`config.mk`:
```
export PLATFORM = sky130hd
export DESIGN_NAME = m31_mul_accumulator
export DESIGN_NICKNAME = d
export VERILOG_FILES = /design/src/rtl/m31_pkg.sv /design/src/rtl/m31_mod_add.sv /design/src/rtl/m31_mul_accumulator.sv
export SDC_FILE = /design/constraint.sdc
export NUM_CORES = 1
export LEC_CHECK = 0
export BUFFER_PORTS_ARGS = -buffer_cell sky130_fd_sc_hd__buf_2
export CORE_MARGIN = 5
export CORE_UTILIZATION = 28
export CTS_BUF_LIST = sky130_fd_sc_hd__clkbuf_4 sky130_fd_sc_hd__clkbuf_8
export CTS_CLUSTER_DIAMETER = 80
export DETAILED_ROUTE_END_ITERATION = 10
export SYNTH_ARGS = -nofsm -noshare
export SYNTH_HDL_FRONTEND = slang
export SYNTH_SLANG_ARGS = --single-unit
```
`constraint.sdc`:
```
create_clock -name clk -period 5.1 [get_ports clk]
set_input_delay 0.255 -clock clk [delete_from_list [all_inputs] [get_ports clk]]
set_output_delay 0.255 -clock clk [all_outputs]
set_load 0.05 [all_outputs]
```
`src/rtl/m31_pkg.sv`:
```
// m31_pkg: shared definitions for the Mersenne-31 (p = 2^31-1) datapath.
//   M31_W        element width
//   M31_P        the field modulus
//   m31_t        one field element (31 bits)
//   acc_state_t  accumulator control states
//   m31_clog2    constant-function width helper (ceil(log2(value)), minimum 1)
package m31_pkg;

  localparam int M31_W = 31;
  localparam logic [30:0] M31_P = 31'h7FFF_FFFF;

  typedef logic [30:0] m31_t;

  typedef enum logic {
    ACCUM = 1'b0,
    HOLD  = 1'b1
  } acc_state_t;

  function automatic int m31_clog2(input int value);
    int r;
    int v;
    r = 0;
    v = value - 1;
    while (v > 0) begin
      r = r + 1;
      v = v >>> 1;
    end
    if (r < 1) begin
      r = 1;
    end
    return r;
  endfunction

endpackage : m31_pkg

```
`src/rtl/m31_mod_add.sv`:
```
// m31_mod_add: combinational modular addition in GF(2^31-1).
//   a  in  m31_t  canonical operand, [0, p-1]
//   b  in  m31_t  operand in [0, p]; p is treated as the non-canonical zero
//   y  out m31_t  (a + b) mod p, always canonical [0, p-1]
module m31_mod_add
  import m31_pkg::*;
(
  input  m31_t a,
  input  m31_t b,
  output m31_t y
);

  m31_t        b_canon;
  logic [31:0] sum;
  logic [31:0] sum_minus_p;

  // Fold the non-canonical zero so the single conditional subtract below
  // is enough: with both operands <= p-1 the sum is at most 2p-2.
  assign b_canon     = (b == M31_P) ? '0 : b;
  assign sum         = {1'b0, a} + {1'b0, b_canon};
  assign sum_minus_p = sum - {1'b0, M31_P};
  assign y           = (sum >= {1'b0, M31_P}) ? sum_minus_p[30:0] : sum[30:0];

endmodule : m31_mod_add

```
`src/rtl/m31_mul_accumulator.sv`:
```
// m31_mul_accumulator: accumulates a stream of M31 products mod p = 2^31-1 and
// emits the canonical sum when the beat marked last is accepted. The result is
// held under back-pressure; no new beats are taken until it is consumed.
//
// Ports:
//   clk        in   single clock, posedge
//   reset      in   synchronous, active-low (0 = reset)
//   in_data    in   product, value in [0, p] (0 and p both mean zero)
//   in_valid   in   in_data/in_last valid
//   in_last    in   final term of the current accumulation
//   in_ready   out  beat can be accepted this cycle
//   out_data   out  canonical sum [0, p-1]
//   out_count  out  number of terms folded into out_data
//   out_err    out  term-limit violation flag
//   out_valid  out  out_data/out_count/out_err valid
//   out_ready  in   consumer accepts the result
//
// Build option: define M31_ACC_TERM_LIMIT_EN to force termination of a stream
// at MAX_TERMS beats (flagged with out_err). Without it out_err is always 0.
module m31_mul_accumulator
  import m31_pkg::*;
#(
  parameter  int DATA_WIDTH = 31,
  parameter  int MAX_TERMS  = 24,
  localparam int CNT_W      = m31_clog2(MAX_TERMS + 1)
) (
  input  logic                  clk,
  input  logic                  reset,
  input  logic [DATA_WIDTH-1:0] in_data,
  input  logic                  in_valid,
  input  logic                  in_last,
  output logic                  in_ready,
  output logic [DATA_WIDTH-1:0] out_data,
  output logic [CNT_W-1:0]      out_count,
  output logic                  out_err,
  output logic                  out_valid,
  input  logic                  out_ready
);

  acc_state_t            state_reg;
  acc_state_t            state_next;
  m31_t                  acc_reg;
  m31_t                  acc_sum;
  logic [CNT_W-1:0]      cnt_reg;
  logic [CNT_W-1:0]      cnt_inc;
  logic [DATA_WIDTH-1:0] out_data_reg;
  logic [CNT_W-1:0]      out_count_reg;
  logic                  out_err_reg;
  logic                  beat;
  logic                  limit_hit;
  logic                  term_last;

  m31_mod_add u_mod_add (
    .a (acc_reg),
    .b (in_data),
    .y (acc_sum)
  );

  assign beat = in_valid & in_ready;

  // Saturate so an over-long stream can never wrap the counter.
  assign cnt_inc = (cnt_reg == CNT_W'(MAX_TERMS)) ? cnt_reg : cnt_reg + CNT_W'(1);

`ifdef M31_ACC_TERM_LIMIT_EN
  // A non-last beat arriving as term MAX_TERMS closes the accumulation.
  assign limit_hit = (cnt_reg == CNT_W'(MAX_TERMS - 1)) & ~in_last;
`else
  assign limit_hit = 1'b0;
`endif

  assign term_last = in_last | limit_hit;

  // State register
  always_ff @(posedge clk) begin
    if (!reset) begin
      state_reg <= ACCUM;
    end else begin
      state_reg <= state_next;
    end
  end

  // Next-state logic
  always_comb begin
    state_next = state_reg;
    case (state_reg)
      ACCUM: if (beat && term_last) state_next = HOLD;
      HOLD:  if (out_ready)         state_next = ACCUM;
      default: state_next = ACCUM;
    endcase
  end

  // Output logic; in_ready is also gated by reset so nothing looks
  // acceptable during the reset cycle.
  always_comb begin
    in_ready  = 1'b0;
    out_valid = 1'b0;
    case (state_reg)
      ACCUM: in_ready  = reset;
      HOLD:  out_valid = 1'b1;
      default: begin
        in_ready  = 1'b0;
        out_valid = 1'b0;
      end
    endcase
  end

  // Accumulator and result registers
  always_ff @(posedge clk) begin
    if (!reset) begin
      acc_reg       <= '0;
      cnt_reg       <= '0;
      out_data_reg  <= '0;
      out_count_reg <= '0;
      out_err_reg   <= 1'b0;
    end else begin
      case (state_reg)
        ACCUM: begin
          if (beat) begin
            if (term_last) begin
              out_data_reg  <= acc_sum;
              out_count_reg <= cnt_inc;
              out_err_reg   <= limit_hit;
              acc_reg       <= '0;
              cnt_reg       <= '0;
            end else begin
              acc_reg <= acc_sum;
              cnt_reg <= cnt_inc;
            end
          end
        end
        HOLD: begin
          if (out_ready) begin
            out_err_reg <= 1'b0;
          end
        end
        default: begin
          acc_reg <= '0;
          cnt_reg <= '0;
        end
      endcase
    end
  end

  assign out_data  = out_data_reg;
  assign out_count = out_count_reg;
  assign out_err   = out_err_reg;

endmodule : m31_mul_accumulator

```
==> results of run 1 <==
-- routing by layer --
layer | vias to the layer above | GRT usage [%] | share of wire (%)
met5 | - | 0 | 0
met4 | 0 | 4.542 | 1.7
met3 | 26 | 2.951 | 5.3
met2 | 165 | 26.82 | 46
met1 | 2926 | 22.23 | 47
li1 | 3150 | - | -
-- synthesized netlist by cell type (3+ instances only) --
library cell	n	area, sq um
nand2_1	83	311.6
dfxtp_1	73	1461
a21oi_1	68	340.3
nor2_1	56	210.2
o21ai_0	52	260.3
and2_1	44	275.3
o21ai_1	36	180.2
ha_1	34	425.4
clkbuf_1	33	123.9
nand3_1	29	145.1
nor3_1	26	130.1
xor2_1	23	201.4
xnor2_1	22	192.7
nand4_1	15	93.84
a21o_1	12	90.09
a211oi_1	11	82.58
mux2i_1	10	100.1
nor4_1	10	62.56
o211ai_1	9	67.56
and3_1	8	50.05
o21a_1	8	60.06
buf_2	7	35.03
inv_1	7	26.28
nand2b_1	6	37.54
a21oi_2	5	43.79
a31oi_1	5	31.28
o31ai_1	5	37.54
o2111a_1	4	45.04
or3_1	4	25.02
a2111oi_0	3	26.28
a221o_1	3	30.03
a22o_1	3	26.28
a22oi_1	3	22.52
nor2b_1	3	18.77
nor3b_1	3	22.52
-- tightest hold or removal path, stage by stage --
cell      delay, ns
buf_2          0.07
nand2b_1       0.08
a21oi_1        0.05
-- kinds of logic after synthesis --
| kind of cell | after synthesis | synth area share, % |
|---|---|---|
| buf+inv | 49 | 3.461 |
| other cells | 1 | 0.06483 |
| mux | 12 | 2.120 |
| fa+ha+maj | 35 | 7.701 |
| simple gates | 302 | 26.67 |
| flops | 73 | 25.26 |
| xor+xnor | 45 | 6.814 |
| compound gates | 256 | 27.90 |
-- metrics by stage --
stage / std cells / setup WS, ns / setup TNS [ns] / total power (uW)
after floorplan: 773 / 0.6620 / 0 / 1097
after global placement: 1184 / -0.1865 / -3.244 / 1379
after detailed placement: 1184 / -0.1917 / -3.404 / 1379
after CTS: 1200 / 0.1913 / 0 / 1914
after global routing: 1200 / 0.006772 / 0 / 2016
final: 1200 / 0.1874 / 0 / 1909
-- how the worst max path moves through the flow --
stage | startpoint | to | slack [ns] | depth (start not counted)
3_3_place_gp | in_data[1] | acc_reg[23] | -0.19 | 20
4_1_cts | in_data[2] | out_data[15] | 0.19 | 21
5_1_grt | in_data[2] | out_data[18] | 0.007 | 20
3_5_place_dp | in_data[2] | acc_reg[23] | -0.19 | 20
6_report | in_data[2] | out_data[15] | 0.19 | 21
2_1_floorplan | in_data[1] | out_data[16] | 0.66 | 19
-- layout make-up --
class	instances	area [sq um]	share of cell area, %
Clock buffer	10	137.6	1.858
Clock inverter	6	91.34	1.233
Inverter	7	26.28	0.3547
Multi-Input combinational cell	651	4149	56.01
Sequential cell	73	1461	19.73
Tap cell	270	337.8	4.561
Timing Repair Buffer	183	1204	16.25
-- cells in the final DEF (no fill, tap or decap), types with 4 or more instances in the layout --
cell type / count
and2_1: 44
or3_1: 4
a21oi_2: 5
o211ai_1: 9
mux2i_1: 10
o21a_1: 8
a21oi_1: 68
and3_1: 7
xor2_1: 23
nand2b_1: 6
nor3_1: 26
o31ai_1: 5
nand3_1: 29
clkbuf_8: 10
dfxtp_1: 73
buf_4: 109
a21o_1: 12
o21ai_1: 36
inv_1: 7
o2111a_1: 4
ha_1: 34
o21ai_0: 52
nor2_1: 55
xnor2_1: 22
nand4_1: 15
nor4_1: 8
a31oi_1: 5
a211oi_1: 11
buf_2: 73
nand2_1: 83
-- power groups by stage --
stage	clock [uW]	combinational, uW	sequential (uW)
4_1_cts	542	743	629
3_3_place_gp	0	737	642
5_1_grt	570	814	633
2_1_floorplan	0	408	689
3_5_place_dp	0	737	642
6_report	531	749	629
==> results by group, run 1 <==
Setup path
  – Delay-heaviest family, CP: simple AND/OR/NAND/NOR gates
  – Crit end category: flop
  – FF-to-FF Start: acc_reg[0]
  – Crit path DAT: 5.20 ns
  – Buf/Inv on CP: 5
  – Worst path cell trace: buf_2 -> nand4_1 -> nor4_2 -> nand2_1 -> buf_4 -> and2_1 -> ha_1 -> nand4_1 -> or3_1 -> o21ai_1 -> nor3_1 -> buf_4 -> o31a_1 -> xor2_1 -> or4_4 -> nor4_4 -> buf_12 -> o2111ai_1 -> xor2_1 -> buf_4 -> a21oi_1
  – Req. time, crit path: 5.39 ns
  – Cell at the slowest stage of the critical path: or4_4
  – Crit start category: input port
  – Reg2reg setup slack: 1.05 ns
  – Slowest Stage Delay on Critical Path: 0.55 ns
  – Critical Path Fanout Max: 20
  – CP Class: input port to flop
  – Worst R2R End: out_data[15]
  – Worst path most repeated cell: buf_4
  – Reg2Reg Depth: 15

Cells and area
  – Fillers: 2192
  – Layout Utilization: 36.49%
  – Final Cell Area: 7407 sq um
  – Share of cells above drive strength 1: 23.98%
  – Layout overhead on the synthesized area: 28.06%
  – Nets: 996
  – Inserted Diodes: 0

STA
  – Tcrit/Tclk final: 96.32%
  – Period minus WS final: 4.913 ns
  – Worst slew pin tran: 0.8923 ns
  – Clk_skew: 0.01644 ns
  – Final setup violating endpoints: 0
  – Max frequency: 203.6 MHz
  – Final Hold Vio Count: 0
  – Final Max Tran Viols: 0
  – RSZ-0062 raised after global routing: false
  – Max_slew headroom: 40.51%
  – Hold slack: 0.1492 ns

Clock network
  – Reg clk slew, reported paths: 0.08 ns
  – CTS tree: done
  – CTS Buffer Depth: 2
  – Clk Latency, worst-skew pair: 0.37 ns
  – Root Buffer: clkbuf_8
  – CTS buffer count: 9
  – Hold_buf cts: 0
  – Clock Sinks: 73
  – Setup Buffers After CTS: 0
  – CTS resizes: 0
  – Htree depth: 3

Detailed routing
  – Via Count: 6267
  – DR pass1 iterations: 5
  – Via-to-Cell Ratio: 5.223
  – Initial drt markers: 466
  – Total wire length: 20.17 mm
  – Drt wl/cell: 16.81 um
  – Post-route ant nets: 0
  – DR DRC count: 0

Global route
  – Total GRT Usage: 16.40%
  – Largest net degree at the start of global routing: 56
  – Aggregate global routing overflow: 0
  – Number of global-route vias before repair: 6042
  – First-pass GRT wire length: 31.57 mm
  – Antenna violations before repair: 0

Placement
  – Placed inst area: 7156 sq um
  – Final Wtd Congestion: 0.9180
  – Detail Placement HPWL: 16.16 mm
  – Number of buffers added on ports: 73

Yosys
  – Number of synthesized flops with an enable pin: 0
  – Sequential cell area fraction in the yosys report: 25.26%
  – Ys Warns: 0
  – Syn_area_per_cell: 7.483 sq um
  – Most used DFF post-synth: dfxtp_1
  – Syn Inst Count: 773
  – Ys async rst share: 0%
  – Synth Cell Area: 5784 sq um
  – #FFs+latches synth: 73
  – Post-synth cell types: 72
  – Post-Syn Nets: 844

Power
  – Worst vdd ir: 0.0001998 V
  – Leakage power: 0.003147 uW
  – Logic gate share of total power: 39.2%
  – Proportion of power drawn by the clock network: 27.8%
  – Internal power: 1194 uW
  – Sw frac: 37.47%
  – Pwr Density: 257.7 nW/um^2
  – Seq pwr share: 33.0%
  – Net Sw Power: 715.2 uW

Floorplan
  – Core footprint: 20300 sq um
  – Num ports: 75
  – DIE AREA: 23630 sq um
  – Die Y: 153.7 um
  – Row count: 52
  – Initial Utilization: 28.49%
  – DIE WIDTH: 153.7 um

Worst hold path
  – Worst hold path class: input port to flop
  – Worst Hold Depth: 3
  – Hold_sp: out_ready
  – Worst Hold End: state_reg

Flow run
  – MaxCap Viol Count: 0

Outcome
  – Outcome: completed
No activity file was read; power rests on OpenSTA's default activity.
==> run 2: changes to the inputs <==
--- a/config.mk
+++ b/config.mk
@@ -7,10 +7,11 @@
 export LEC_CHECK = 0
 export BUFFER_PORTS_ARGS = -buffer_cell sky130_fd_sc_hd__buf_2
 export CORE_MARGIN = 5
-export CORE_UTILIZATION = 28
+export CORE_UTILIZATION = 55
 export CTS_BUF_LIST = sky130_fd_sc_hd__clkbuf_4 sky130_fd_sc_hd__clkbuf_8
 export CTS_CLUSTER_DIAMETER = 80
 export DETAILED_ROUTE_END_ITERATION = 10
+export PLACE_DENSITY = 0.76
 export SYNTH_ARGS = -nofsm -noshare
 export SYNTH_HDL_FRONTEND = slang
 export SYNTH_SLANG_ARGS = --single-unit
==> constraint.sdc (replaced) <==
create_clock -name clk -period 5.6 [get_ports clk]
set_input_delay 0.28 -clock clk [delete_from_list [all_inputs] [get_ports clk]]
set_output_delay 0.28 -clock clk [all_outputs]
set_load 0.05 [all_outputs]
==> run 2 against run 1 <==
Global-route usage increased by 12 points. Total power shrank 16%. Clock-buffer cell count decreased by 1. Wire length is 9.0% lower. Non-clock buffer count down 98. Clock power decreased by 15%. Flip-flop and latch count is the same. Critical path depth decreased by 2. Clock skew is 0.0029 ns lower. Critical endpoint unchanged.
==> results by group, run 2 (synthesized netlist as in run 1, its figures left out) <==
Detailed routing
  – DR DRC count: 0
  – Initial drt markers: 581
  – Post-route ant nets: 0
  – Total wire length: 18.35 mm
  – Drt wl/cell: 18.95 um
  – DR pass1 iterations: 5
  – Via-to-Cell Ratio: 6.318
  – Via Count: 6116

Power
  – Leakage power: 0.002678 uW
  – Pwr Density: 247.4 nW/um^2
  – Worst vdd ir: 0.0001983 V

Setup path
  – Crit start category: input port
  – CP Class: input port to flop
  – Critical Path Fanout Max: 23
  – Crit end category: flop
  – Req. time, crit path: 5.85 ns
  – Worst path cell trace: buf_2 -> nand4_1 -> nor4_2 -> nand2_2 -> buf_4 -> and2_1 -> ha_1 -> nand4_1 -> nor3_1 -> a21boi_1 -> nor3_1 -> o31a_1 -> xor2_1 -> or4_4 -> nor4_4 -> buf_12 -> o2111ai_1 -> xor2_1 -> a21oi_1
  – Cell at the slowest stage of the critical path: or4_4
  – Slowest Stage Delay on Critical Path: 0.58 ns
  – Crit path DAT: 5.61 ns

Cells and area
  – Most frequent cells in the layout: nand2_1, dfxtp_1, buf_2, a21oi_1, nor2_1
  – Share of cells above drive strength 1: 14.78%
  – Most common cell after layout, fill and taps aside: nand2_1
  – Nets: 898
  – Final Cell Area: 6474 sq um
  – Layout overhead on the synthesized area: 11.92%
  – Inserted Diodes: 0

Global route
  – First-pass GRT wire length: 29.43 mm
  – Antenna violations before repair: 0
  – Aggregate global routing overflow: 0
  – Total GRT Usage: 28.45%
  – Largest net degree at the start of global routing: 41
  – Number of global-route vias before repair: 5879

Floorplan
  – Die Y: 112.6 um
  – Row count: 37
  – Num ports: 75
  – DIE WIDTH: 112.6 um
  – Core footprint: 10280 sq um
  – Initial Utilization: 56.28%
  – DIE AREA: 12670 sq um

Clock network
  – Root Buffer: clkbuf_8
  – CTS tree: done
  – Clk Latency, worst-skew pair: 0.37 ns
  – Hold_buf cts: 0
  – CTS Buffer Depth: 2
  – Clock Sinks: 73
  – Htree depth: 3
  – Reg clk slew, reported paths: 0.09 ns
  – CTS buffer count: 9

STA
  – Max_slew headroom: 19.19%
  – Setup TNS: 0 ns
  – Final Hold Vio Count: 0
  – Final setup violating endpoints: 0
  – Hold slack: 0.1585 ns
  – Final setup margin: 0.2374 ns
  – Worst slew pin tran: 1.212 ns
  – Final Max Tran Viols: 0
  – RSZ-0062 raised after global routing: false
  – Clk_skew: 0.01354 ns
  – Tcrit/Tclk final: 95.76%
  – Period minus WS final: 5.363 ns
  – Max frequency: 186.5 MHz

Placement
  – Detail Placement HPWL: 14.02 mm
  – Placed inst area: 6243 sq um
  – Place WS: -0.1624 ns
  – Number of buffers added on ports: 73
  – Final Wtd Congestion: 0.9597

Outcome
  – Outcome: completed

Flow run
  – MaxCap Viol Count: 0

Worst hold path
  – Worst hold path class: input port to flop
-- run 2: cell types whose count changed in the layout (fill, tap and decap cells not counted), sizes merged --
cell	previous run	this run
bufinv	2	1
clkbuf	10	9
clkinvlp	3	1
buf	183	85
inv	7	11
-- run 2: critical path, delay by kind of cell --
| family | cells | cell delay, ns |
|---|---|---|
| and+or+nand+nor | 9 | 2.69 |
| adders and majority gates | 1 | 0.46 |
| buffers and inverters | 3 | 0.60 |
| AOI/OAI and AO/OA | 4 | 1.02 |
| xor gates and xnor gates | 2 | 0.52 |
-- run 2: worst paths after layout --
check	from	end	slack, ns	cells past startpoint
min reg2reg	out_count[0]	out_count[0]	0.46	2
min	out_ready	state_reg	0.16	3
max reg2reg	acc_reg[0]	out_data[15]	1.24	14
max	in_data[27]	out_data[15]	0.24	19
-- run 2: cell type report --
| type | count | area [sq um] |
|---|---|---|
| Multi-Input combinational cell | 651 | 4140 |
| Fill cell | 975 | 3804 |
| Sequential cell | 73 | 1461 |
| Timing Repair Buffer | 85 | 467.9 |
| Tap cell | 136 | 170.2 |
| Clock buffer | 9 | 123.9 |
| Clock inverter | 7 | 83.83 |
| Inverter | 7 | 26.28 |
-- run 2: repair_timing --
item,CTS,global route
setup endpoints to repair,0,11
gates resized for setup,0,3
setup buffers,0,1
-- run 2: through the flow --
stage          power [uW]  instances  utilization [%]
2_1_floorplan       999.4        773                -
3_3_place_gp         1135        951            60.75
3_5_place_dp         1145        951            60.75
4_1_cts              1595        967            62.77
5_1_grt              1685        968            62.99
6_report             1602        968            62.99
-- run 2: layer usage --
metal  vias up  share of wire, %  wire (um)  GRT usage, %
li1       2950                 -          -             -
met1      2850                44       7998         39.03
met2       285                45       8231         44.79
met3        31               9.7       1776         6.092
met4         0               1.8        339         8.494
met5         -                 0          0             0
-- run 2: where the power goes --
part | leakage, uW | internal (uW) | switching, uW | total [uW]
registers | 0.000596 | 551 | 21.1 | 572
logic | 0.00198 | 189 | 389 | 578
clock network | 0.000103 | 214 | 237 | 452
==> run 3: changes to the inputs <==
--- a/config.mk
+++ b/config.mk
@@ -11,7 +11,9 @@
 export CTS_BUF_LIST = sky130_fd_sc_hd__clkbuf_4 sky130_fd_sc_hd__clkbuf_8
 export CTS_CLUSTER_DIAMETER = 80
 export DETAILED_ROUTE_END_ITERATION = 10
+export MAX_ROUTING_LAYER = met4
 export PLACE_DENSITY = 0.76
 export SYNTH_ARGS = -nofsm -noshare
 export SYNTH_HDL_FRONTEND = slang
+export SYNTH_HIERARCHICAL = 1
 export SYNTH_SLANG_ARGS = --single-unit
==> run 3 against run 2 <==
Cell count is 0.52% higher. Utilization is 0.72 points higher. Via count is 6.2% lower. Flip-flop and latch count stayed put. Largest power group is now registers. Setup slack better by 0.12 ns. First-iteration DRC count is 9.3% lower. Sequential share of layout area is 0.25 points lower.
==> results by group, run 3 <==
Clock network
  – Setup Buffers After CTS: 0
  – Clock Sinks: 73
  – Hold_buf cts: 0
  – Clk Latency, worst-skew pair: 0.39 ns
  – Htree depth: 3
  – Root Buffer: clkbuf_8
  – CTS resizes: 0
  – CTS buffer count: 9
  – CTS Buffer Depth: 2
  – CTS tree: done
  – Reg clk slew, reported paths: 0.08 ns

STA
  – Worst slew pin tran: 1.045 ns
  – Clk_skew: 0.01715 ns
  – Hold slack: 0.1524 ns
  – Final setup violating endpoints: 0
  – Tcrit/Tclk final: 93.61%
  – Period minus WS final: 5.242 ns
  – Max_slew headroom: 30.08%
  – Max frequency: 190.8 MHz
  – Final setup margin: 0.3577 ns
  – RSZ-0062 raised after global routing: false
  – Final Max Tran Viols: 0
  – Final Hold Vio Count: 0

Setup path
  – Reg2Reg Depth: 17
  – Crit path DAT: 5.55 ns
  – Worst R2R End: acc_reg[23]
  – Crit end category: flop
  – Critical Path Fanout Max: 27
  – Crit start category: input port
  – Reg2reg setup slack: 1.35 ns
  – Cell at the slowest stage of the critical path: nor4_2
  – Slowest Stage Delay on Critical Path: 0.55 ns
  – Worst path cell trace: buf_2 -> nand4_1 -> nor4_2 -> nand2_1 -> and2_1 -> ha_1 -> fa_1 -> a21oi_1 -> o211ai_2 -> a31o_2 -> xor2_1 -> and2_1 -> nand4_1 -> nor4_1 -> buf_4 -> a41oi_2 -> buf_12 -> nand3b_1 -> xnor2_1 -> buf_4 -> nand3b_1 -> a21oi_1
  – CP Class: input port to flop
  – Req. time, crit path: 5.90 ns
  – FF-to-FF Start: acc_reg[0]

Power
  – Sw frac: 35.50%
  – Proportion of power drawn by the clock network: 30.9%
  – Internal power: 871.0 uW
  – Seq pwr share: 40.6%
  – Pwr Density: 206.2 nW/um^2
  – Logic gate share of total power: 28.4%
  – Net Sw Power: 479.3 uW
  – Worst vdd ir: 0.0001944 V
  – Leakage power: 0.002589 uW

Placement
  – Number of buffers added on ports: 73
  – Detail Placement HPWL: 12.53 mm
  – Place WS: -0.1146 ns
  – Final Wtd Congestion: 0.9881

Yosys
  – Most frequent cell after synthesis: nand2_1
  – Post-synth cell types: 68
  – Syn Inst Count: 755
  – Syn_area_per_cell: 7.666 sq um
  – Number of synthesized flops with an enable pin: 0
  – Synth area leaders: dfxtp_1, nand2_1, a21oi_1, ha_1, nand3b_1
  – Ys Warns: 6
  – Synth Cell Area: 5788 sq um
  – Yosys top cell area share: 25.25%
  – Sequential cell area fraction in the yosys report: 25.25%
  – Top post-synthesis cells by count: nand2_1, a21oi_1, dfxtp_1
  – #FFs+latches synth: 73
  – Ys async rst share: 0%
  – Cell taking the most area after synthesis: dfxtp_1
  – Most used DFF post-synth: dfxtp_1
  – Post-Syn Nets: 826

Global route
  – Aggregate global routing overflow: 0
  – Largest net degree at the start of global routing: 70
  – First-pass GRT wire length: 27.58 mm
  – Total GRT Usage: 27.49%
  – Antenna violations before repair: 0
  – Number of global-route vias before repair: 5512

Detailed routing
  – Initial drt markers: 527
  – Post-route ant nets: 0
  – Drt wl/cell: 17.27 um
  – Total wire length: 16.80 mm
  – Via-to-Cell Ratio: 5.896
  – DR DRC count: 0
  – Via Count: 5737
  – DR pass1 iterations: 5

Floorplan
  – Row count: 37
  – Num ports: 75
  – DIE AREA: 12680 sq um
  – Die Y: 112.6 um
  – Core footprint: 10280 sq um
  – Initial Utilization: 56.32%
  – DIE WIDTH: 112.6 um

Worst hold path
  – Hold_sp: out_ready
  – Worst Hold Depth: 3
  – Worst hold path class: input port to flop
  – Worst Hold End: state_reg

Cells and area
  – Most common cell after layout, fill and taps aside: nand2_1
  – Nets: 903
  – Inserted Diodes: 0
  – Most frequent cells in the layout: nand2_1, a21oi_1, dfxtp_1, buf_2, nand3b_1
  – Fillers: 941
  – Share of cells above drive strength 1: 19.35%
  – Layout overhead on the synthesized area: 13.12%

Flow run
  – MaxCap Viol Count: 0

Outcome
  – Outcome: completed
-- run 3: power groups by stage --
stage                     Clock (uW)  Combinational [uW]  Sequential (uW)
after detailed placement           0                 377              561
final                            417                 384              549
after global placement             0                 372              560
after floorplan                    0                 240              594
after CTS                        425                 379              549
after global routing             447                 418              551
-- run 3: cell families after synthesis --
kind of cell / synth area share [%]
AND/OR/NAND/NOR: 31.93
AO/OA/AOI/OAI: 20.21
flip-flops: 25.25
buffers and inverters: 5.707
XOR/XNOR: 8.755
adder cells (fa/ha/maj): 7.696
multiplexers: 0.3891
other: 0.06479
-- run 3: final cells by class --
| type | instances | area [sq um] | area share (%) |
|---|---|---|---|
| multi-input cells | 623 | 4010 | 61.25 |
| flip-flops and latches | 73 | 1461 | 22.32 |
| repair buffers | 111 | 663.1 | 10.13 |
| well taps | 136 | 170.2 | 2.599 |
| clock buffers | 13 | 166.4 | 2.542 |
| inverters | 14 | 52.55 | 0.8026 |
| clock inverters | 3 | 23.77 | 0.3631 |
-- run 3: worst max path at each step --
stage                     slack, ns  depth (start not counted)          end        from
after floorplan                1.38                         19  acc_reg[19]  in_data[3]
after global placement        -0.15                         23  acc_reg[23]  in_data[2]
after detailed placement      -0.11                         20  acc_reg[19]  in_data[2]
after CTS                      0.26                         21  acc_reg[19]  in_data[2]
after global routing           0.09                         22  acc_reg[23]  in_data[4]
final                          0.36                         22  acc_reg[23]  in_data[2]
-- run 3: critical path, delay by kind of cell --
family	cells	cell delay, ns
xor gates and xnor gates	2	0.48
buffers and inverters	4	0.69
and+or+nand+nor	9	2.31
AOI/OAI and AO/OA	5	1.12
adders and majority gates	2	0.64
-- run 3: routing by layer --
layer / routed length [um] / vias to the layer above / GRT usage [%]
li1: - / 2825 / -
met1: 7917 / 2713 / 36.61
met2: 7617 / 175 / 42.34
met3: 914 / 24 / 4.474
met4: 353 / 0 / 9.295
met5: 0 / - / -
-- run 3: through the flow --
step | TNS [ns] | cell area [sq um] | instances | utilization (%) | power (uW)
floorplan | 0 | 5788 | 755 | - | 833.5
global placement | -1.351 | 6351 | 957 | 61.80 | 932.3
detailed placement | -0.7619 | 6351 | 957 | 61.80 | 938.0
CTS | 0 | 6541 | 973 | 63.65 | 1353
global route | 0 | 6548 | 973 | 63.71 | 1417
finish | 0 | 6548 | 973 | 63.71 | 1350
